$ cat src/rtl/uart_tx_ctrl_if.sv
// Bus bundle between the SoC data bus master and the UART TX peripheral.
interface uart_tx_ctrl_if;
  logic        sel;
  logic        mem_valid;
  logic [3:0]  mem_addr;
  logic [31:0] mem_wdata;
  logic [3:0]  mem_wstrb;
  logic [31:0] mem_rdata;
  logic        mem_ready;

  modport master (
    output sel, mem_valid, mem_addr, mem_wdata, mem_wstrb,
    input  mem_rdata, mem_ready
  );

  modport slave (
    input  sel, mem_valid, mem_addr, mem_wdata, mem_wstrb,
    output mem_rdata, mem_ready
  );
endinterface

$ cat src/rtl/uart_tx_ctrl.sv
// Memory-mapped 8N1 UART transmitter with programmable divisor.
// Define UART_TX_FIFO_EN for a FIFO_DEPTH-entry TX FIFO; otherwise a single holding register is used.
module uart_tx_ctrl #(
  parameter int CLKS_PER_BIT = 868,
  parameter int FIFO_DEPTH   = 8
) (
  input  logic           clk,
  input  logic           rst_n,
  uart_tx_ctrl_if.slave  bus,
  output logic           uart_tx,
  output logic           tx_busy
);
  localparam logic [15:0] DIV_MIN = 16'd16;
  localparam logic [15:0] DIV_RST = 16'(CLKS_PER_BIT);

  typedef enum logic [1:0] {S_IDLE, S_START, S_DATA, S_STOP} state_t;
  state_t state, state_nxt;

  logic [15:0] div_reg, cur_div, bit_cnt;
  logic [2:0]  bit_idx;
  logic [7:0]  shift, shift_nxt, fifo_head;
  logic        fifo_full, fifo_empty, push, pop, tx_nxt, bit_end;
  logic        req, data_wr, accept;
  logic [31:0] rdata_nxt;
  logic [15:0] div_wr;
  logic        unused_bits;

  function automatic logic [15:0] clamp_div(input logic [15:0] d);
    return (d < DIV_MIN) ? DIV_MIN : d;
  endfunction

  assign unused_bits = ^{bus.mem_wdata[31:16], bus.mem_addr[1:0]};

  // A DATA push with the FIFO full is not accepted until space appears.
  assign req     = bus.sel & bus.mem_valid;
  assign data_wr = (bus.mem_addr[3:2] == 2'd0) & bus.mem_wstrb[0];
  assign accept  = req & ~bus.mem_ready & ~(data_wr & fifo_full);
  assign push    = accept & data_wr;
  assign tx_busy = (state != S_IDLE) | ~fifo_empty;

  assign div_wr = {bus.mem_wstrb[1] ? bus.mem_wdata[15:8] : div_reg[15:8],
                   bus.mem_wstrb[0] ? bus.mem_wdata[7:0]  : div_reg[7:0]};

  always_comb begin
    rdata_nxt = '0;
    if (bus.mem_wstrb == 4'd0) begin
      case (bus.mem_addr[3:2])
        2'd1:    rdata_nxt = {29'd0, fifo_empty, fifo_full, tx_busy};
        2'd2:    rdata_nxt = {16'd0, div_reg};
        default: rdata_nxt = '0;
      endcase
    end
  end

  always_ff @(posedge clk or negedge rst_n) begin
    if (!rst_n) begin
      bus.mem_ready <= 1'b0;
      bus.mem_rdata <= '0;
      div_reg       <= DIV_RST;
    end else begin
      bus.mem_ready <= accept;
      bus.mem_rdata <= accept ? rdata_nxt : '0;
      if (accept && (bus.mem_addr[3:2] == 2'd2) && (|bus.mem_wstrb[1:0]))
        div_reg <= clamp_div(div_wr);
    end
  end

`ifdef UART_TX_FIFO_EN
  localparam int PTR_W = $clog2(FIFO_DEPTH);
  logic [7:0]       fifo_mem [FIFO_DEPTH];
  logic [PTR_W-1:0] wr_ptr, rd_ptr;
  logic [PTR_W:0]   count;

  assign fifo_full  = (count == (PTR_W+1)'(FIFO_DEPTH));
  assign fifo_empty = (count == '0);
  assign fifo_head  = fifo_mem[rd_ptr];

  always_ff @(posedge clk or negedge rst_n) begin
    if (!rst_n) begin
      wr_ptr <= '0;
      rd_ptr <= '0;
      count  <= '0;
    end else begin
      if (push) wr_ptr <= wr_ptr + PTR_W'(1);
      if (pop)  rd_ptr <= rd_ptr + PTR_W'(1);
      case ({push, pop})
        2'b10:   count <= count + (PTR_W+1)'(1);
        2'b01:   count <= count - (PTR_W+1)'(1);
        default: count <= count;
      endcase
    end
  end

  always_ff @(posedge clk) begin
    if (push) fifo_mem[wr_ptr] <= bus.mem_wdata[7:0];
  end
`else
  localparam int unused_fifo_depth = FIFO_DEPTH;
  logic       hold_full;
  logic [7:0] hold;

  assign fifo_full  = hold_full;
  assign fifo_empty = ~hold_full;
  assign fifo_head  = hold;

  always_ff @(posedge clk or negedge rst_n) begin
    if (!rst_n)    hold_full <= 1'b0;
    else if (push) hold_full <= 1'b1;
    else if (pop)  hold_full <= 1'b0;
  end

  always_ff @(posedge clk) begin
    if (push) hold <= bus.mem_wdata[7:0];
  end
`endif

  assign bit_end = (state != S_IDLE) && (bit_cnt == cur_div - 16'd1);

  always_comb begin
    state_nxt = state;
    pop       = 1'b0;
    case (state)
      S_IDLE:  if (!fifo_empty) begin pop = 1'b1; state_nxt = S_START; end
      S_START: if (bit_end) state_nxt = S_DATA;
      S_DATA:  if (bit_end && bit_idx == 3'd7) state_nxt = S_STOP;
      S_STOP:  if (bit_end) begin
                 if (!fifo_empty) begin pop = 1'b1; state_nxt = S_START; end
                 else state_nxt = S_IDLE;
               end
      default: state_nxt = S_IDLE;
    endcase
    shift_nxt = shift;
    if (pop) shift_nxt = fifo_head;
    else if (state == S_DATA && bit_end) shift_nxt = {1'b0, shift[7:1]};
    // The line level is registered from the next state so it lines up with the state flop.
    tx_nxt = 1'b1;
    case (state_nxt)
      S_START: tx_nxt = 1'b0;
      S_DATA:  tx_nxt = shift_nxt[0];
      default: tx_nxt = 1'b1;
    endcase
  end

  always_ff @(posedge clk or negedge rst_n) begin
    if (!rst_n) begin
      state   <= S_IDLE;
      uart_tx <= 1'b1;
      bit_cnt <= '0;
      bit_idx <= '0;
      cur_div <= DIV_RST;
    end else begin
      state   <= state_nxt;
      uart_tx <= tx_nxt;
      if (pop || bit_end)      bit_cnt <= '0;
      else if (state != S_IDLE) bit_cnt <= bit_cnt + 16'd1;
      if (pop)                          bit_idx <= '0;
      else if (state == S_DATA && bit_end) bit_idx <= bit_idx + 3'd1;
      if (pop) cur_div <= div_reg;
    end
  end

  always_ff @(posedge clk) begin
    shift <= shift_nxt;
  end
endmodule

$ cat src/flat_wrapper.sv
// flat-port wrapper written by rule: the top's interface ports become plain ports
module uart_tx_ctrl_flat 
#(
  parameter int CLKS_PER_BIT = 868,
  parameter int FIFO_DEPTH   = 8
)
  (clk, rst_n, uart_tx, tx_busy, bus_sel, bus_mem_valid, bus_mem_addr, bus_mem_wdata, bus_mem_wstrb, bus_mem_rdata, bus_mem_ready);
  uart_tx_ctrl_if bus_i ();
  input  logic clk;
  input  logic rst_n;
  output logic uart_tx;
  output logic tx_busy;
  input wire logic [$bits(bus_i.sel)-1:0] bus_sel;
  input wire logic [$bits(bus_i.mem_valid)-1:0] bus_mem_valid;
  input wire logic [$bits(bus_i.mem_addr)-1:0] bus_mem_addr;
  input wire logic [$bits(bus_i.mem_wdata)-1:0] bus_mem_wdata;
  input wire logic [$bits(bus_i.mem_wstrb)-1:0] bus_mem_wstrb;
  output wire logic [$bits(bus_i.mem_rdata)-1:0] bus_mem_rdata;
  output wire logic [$bits(bus_i.mem_ready)-1:0] bus_mem_ready;
  assign bus_i.sel = bus_sel;
  assign bus_i.mem_valid = bus_mem_valid;
  assign bus_i.mem_addr = bus_mem_addr;
  assign bus_i.mem_wdata = bus_mem_wdata;
  assign bus_i.mem_wstrb = bus_mem_wstrb;
  assign bus_mem_rdata = bus_i.mem_rdata;
  assign bus_mem_ready = bus_i.mem_ready;
  uart_tx_ctrl #(.CLKS_PER_BIT(CLKS_PER_BIT), .FIFO_DEPTH(FIFO_DEPTH)) u_core (.clk(clk), .rst_n(rst_n), .bus(bus_i), .uart_tx(uart_tx), .tx_busy(tx_busy));
endmodule
$ cat config.mk
export PLATFORM = sky130hd
export DESIGN_NAME = uart_tx_ctrl_flat
export DESIGN_NICKNAME = d
export VERILOG_FILES = /design/src/rtl/uart_tx_ctrl_if.sv /design/src/rtl/uart_tx_ctrl.sv /design/src/flat_wrapper.sv
export SDC_FILE = /design/constraint.sdc
export NUM_CORES = 1
export LEC_CHECK = 0
export BUFFER_PORTS_ARGS = -buffer_cell sky130_fd_sc_hd__buf_2
export CORE_MARGIN = 2
export CORE_UTILIZATION = 35
export CTS_CLUSTER_DIAMETER = 200
export DETAILED_ROUTE_END_ITERATION = 10
export SYNTH_ARGS = -nofsm -noshare
export SYNTH_HDL_FRONTEND = slang
export SYNTH_SLANG_ARGS = --single-unit
export TNS_END_PERCENT = 100
$ cat constraint.sdc
create_clock -name clk -period 3.4 [get_ports clk]
set_input_delay 0.17 -clock clk [delete_from_list [all_inputs] [get_ports clk]]
set_output_delay 0.17 -clock clk [all_outputs]
set_load 0.05 [all_outputs]
==> impl_metrics.yaml <==
cells_and_area:
  fillers: 1296
  area_growth_pct: 14.9
  antenna_cells: 0
  mostFrequentLayoutCell: "dfrtp_1"
  final_cell_mix: "61 x dfrtp_1, 44 x buf_2, 38 x nor2_1"
  nets: 525
  multiInputGateArea_um2: 2140
  seqCellArea_um2: 2290
  drive_above_1_share_pct: 22.0
sta:
  hold_violations: 0
  max_freq_mhz: 327
  finalSetupTns_ps: 0
  period_needed_ps: 3060
  fin_ws_ps: 338
  relSlewSlack_pct: 50.3
  hold_ws_ps: 23.8
  maxSlewViolCount: 0
  fin_crit_sh_pct: 90.1
  skew_ps: 8.28
  setup_viol: 0
  rsz0062_at_grt: "false"
  worst_slew_pin_slew_ps: 738
logic_synthesis:
  synthCells: 422
  yosysTopAreaCell: "dfrtp_1"
  synth_cell_types: 64
  async_flop_share_pct: 81.8
  yosysTopAreaCellShare_pct: 33.3
  synth_warnings: 0
  ys_seq_elements: 88
  ys_top_cells_by_area: "dfrtp_1 33%, edfxtp_1 9.8%, dfstp_2 6.3%"
  syn_area_per_cell_um2: 10.9
  synthFlopType: "dfrtp_1"
  synth-seq-area-share_pct: 49.8
  synth_edf_count: 15
  syn-cell-area_um2: 4590
setup_path:
  crit_family: "simple AND/OR/NAND/NOR gates"
  worstPathCellList: "nor4_1 > o21ai_0 > a31o_1 > o21ba_2 > nand4b_1 > nor2_1 > mux2i_1 > o211ai_1 > mux2_4"
  endpoint_kind: "flop"
  arrival_ps: 3330
  crit_type: "reg -> reg"
  critPathSlowestCell: "nor4_1"
  required_ps: 3670
  cp.buffers_inverters: 0
  crit_path_start_kind: "flop"
  crit_fanout: 6
  slowest_delay_ps: 690
clocking:
  cts_max_level: 3
  root_buffer: "clkbuf_16"
  clkTransAtPathRegs_ps: 70
  cts_tree: "done"
  clock-sinks: 88
  clk_latency_ps: 350
  numCtsBuffers: 9
  clockBufferDepth: 2
route:
  ant_nets: 0
  wl_per_cell_um: 14.5
  vias: 3194
  wl_mm: 9.34
  vias_per_cell: 4.95
  drtPass1Iterations: 4
  drt_iter0_markers: 121
  drc_errors: 0
global_route:
  grt_pass1_wl_mm: 16.1
  gr-usage-all-layers_pct: 14.3
  grt_overflow: 0
  antenna_found_initial: 0
  grt_pass1_vias: 3249
  grt_max_degree: 40
placement:
  pre_cts_slack_ps: 165
  port_buffers: 44
  place_congestion: 0.860
  place_hpwl_mm: 7.00
floorplan:
  dieArea_um2: 14000
  pin_count: 79
  core-area_um2: 12700
  die_y_um: 118
  rows: 41
  die-width_um: 118
  initial_utilization_pct: 36.0
power:
  p_switching_w: 0.00142
  switching_share_pct: 36.6
  leakagePower_nw: 2.34
  vdd.ir_drop.worst_uv: 333
  p_int_w: 0.00246
  pwr-share-seq_pct: 41.2
  clkPwrFrac_pct: 26.5
  power_frac_comb_pct: 32.4
  power_density_nw_per_um2: 735
outcome:
  status: "finished clean"
run:
  maxCapViolCount: 0
hold_path:
  hold_class: "in -> reg"
[power by group through the flow]
stage / clock, W / sequential [W] / combinational, W
after floorplan: 0 / 0.00150 / 0.00104
after global placement: 0 / 0.00160 / 0.00121
after detailed placement: 0 / 0.00161 / 0.00124
after CTS: 0.00105 / 0.00159 / 0.00125
after global routing: 0.00109 / 0.00164 / 0.00139
final: 0.00103 / 0.00160 / 0.00125
[logic make-up after synthesis]
group           Yosys count  synth area share (%)
simple gates            164                  20.0
flops                    88                  49.8
compound gates           53                  7.89
buf+inv                  40                  4.97
xor+xnor                 33                  6.30
mux                      30                  7.34
fa+ha+maj                13                  3.55
other cells               1                0.0818
[through the flow]
stage / utilization [%] / power [W] / cell area (µm²) / instances
floorplan: - / 0.00255 / 4640 / 437
global placement: 38.8 / 0.00281 / 4940 / 628
detailed placement: 38.8 / 0.00286 / 4940 / 628
CTS: 41.4 / 0.00389 / 5260 / 645
global route: 41.4 / 0.00413 / 5270 / 645
finish: 41.4 / 0.00388 / 5270 / 645
[synthesized netlist by cell type (all sizes together) (4+ instances only)]
| cell | count |
|---|---|
| mux2i | 4 |
| nor2 | 38 |
| nand3b | 5 |
| clkbuf | 6 |
| nor3 | 9 |
| a22o | 4 |
| o21ai | 18 |
| ha | 13 |
| and2 | 15 |
| a21oi | 10 |
| dfstp | 11 |
| and3 | 6 |
| nand4 | 8 |
| xnor2 | 12 |
| mux2 | 26 |
| buf | 24 |
| nand3 | 11 |
| nor4 | 8 |
| inv | 10 |
| nand2b | 6 |
| xor2 | 21 |
| edfxtp | 15 |
| or4 | 7 |
| nand2 | 33 |
| dfrtp | 61 |
[metal layers]
layer | global-route usage [%] | routed length, µm | vias to the layer above
met5 | 0 | 0 | -
met4 | 6.70 | 163 | 0
met3 | 2.56 | 412 | 12
met2 | 22.7 | 4380 | 74
met1 | 19.0 | 4380 | 1559
li1 | - | - | 1549
[path summary, 6_finish.rpt]
kind	startpoint	endpoint	slack, ps	depth (start not counted)
max in group asynchronous	rst_n	u_core.cur_div[9]	2230	3
worst min register to register	u_core.fifo_head[0]	u_core.shift[0]	500	2
min in group asynchronous	rst_n	u_core.bus.mem_rdata[1]	370	2
worst max register to register	u_core.cur_div[0]	u_core.uart_tx	340	9
worst min-delay path	bus_mem_wdata[2]	u_core.fifo_head[2]	20	1
worst max-delay path	u_core.cur_div[0]	u_core.uart_tx	340	9
[final cells by class]
type	count	share of cell area, %
Clock buffer	9	4.27
Tap cell	172	4.08
Timing Repair Buffer	50	5.32
Clock inverter	7	1.61
Sequential cell	88	43.4
Inverter	10	0.712
Multi-Input combinational cell	309	40.6
[repair_timing]
action,in CTS,in global routing
hold buffers,1,0
setup buffers,0,0
endpoints found under the setup margin,0,8
gates resized for setup,0,2
endpoints found under the hold margin,20,0
No activity file was read; power rests on OpenSTA's default activity.
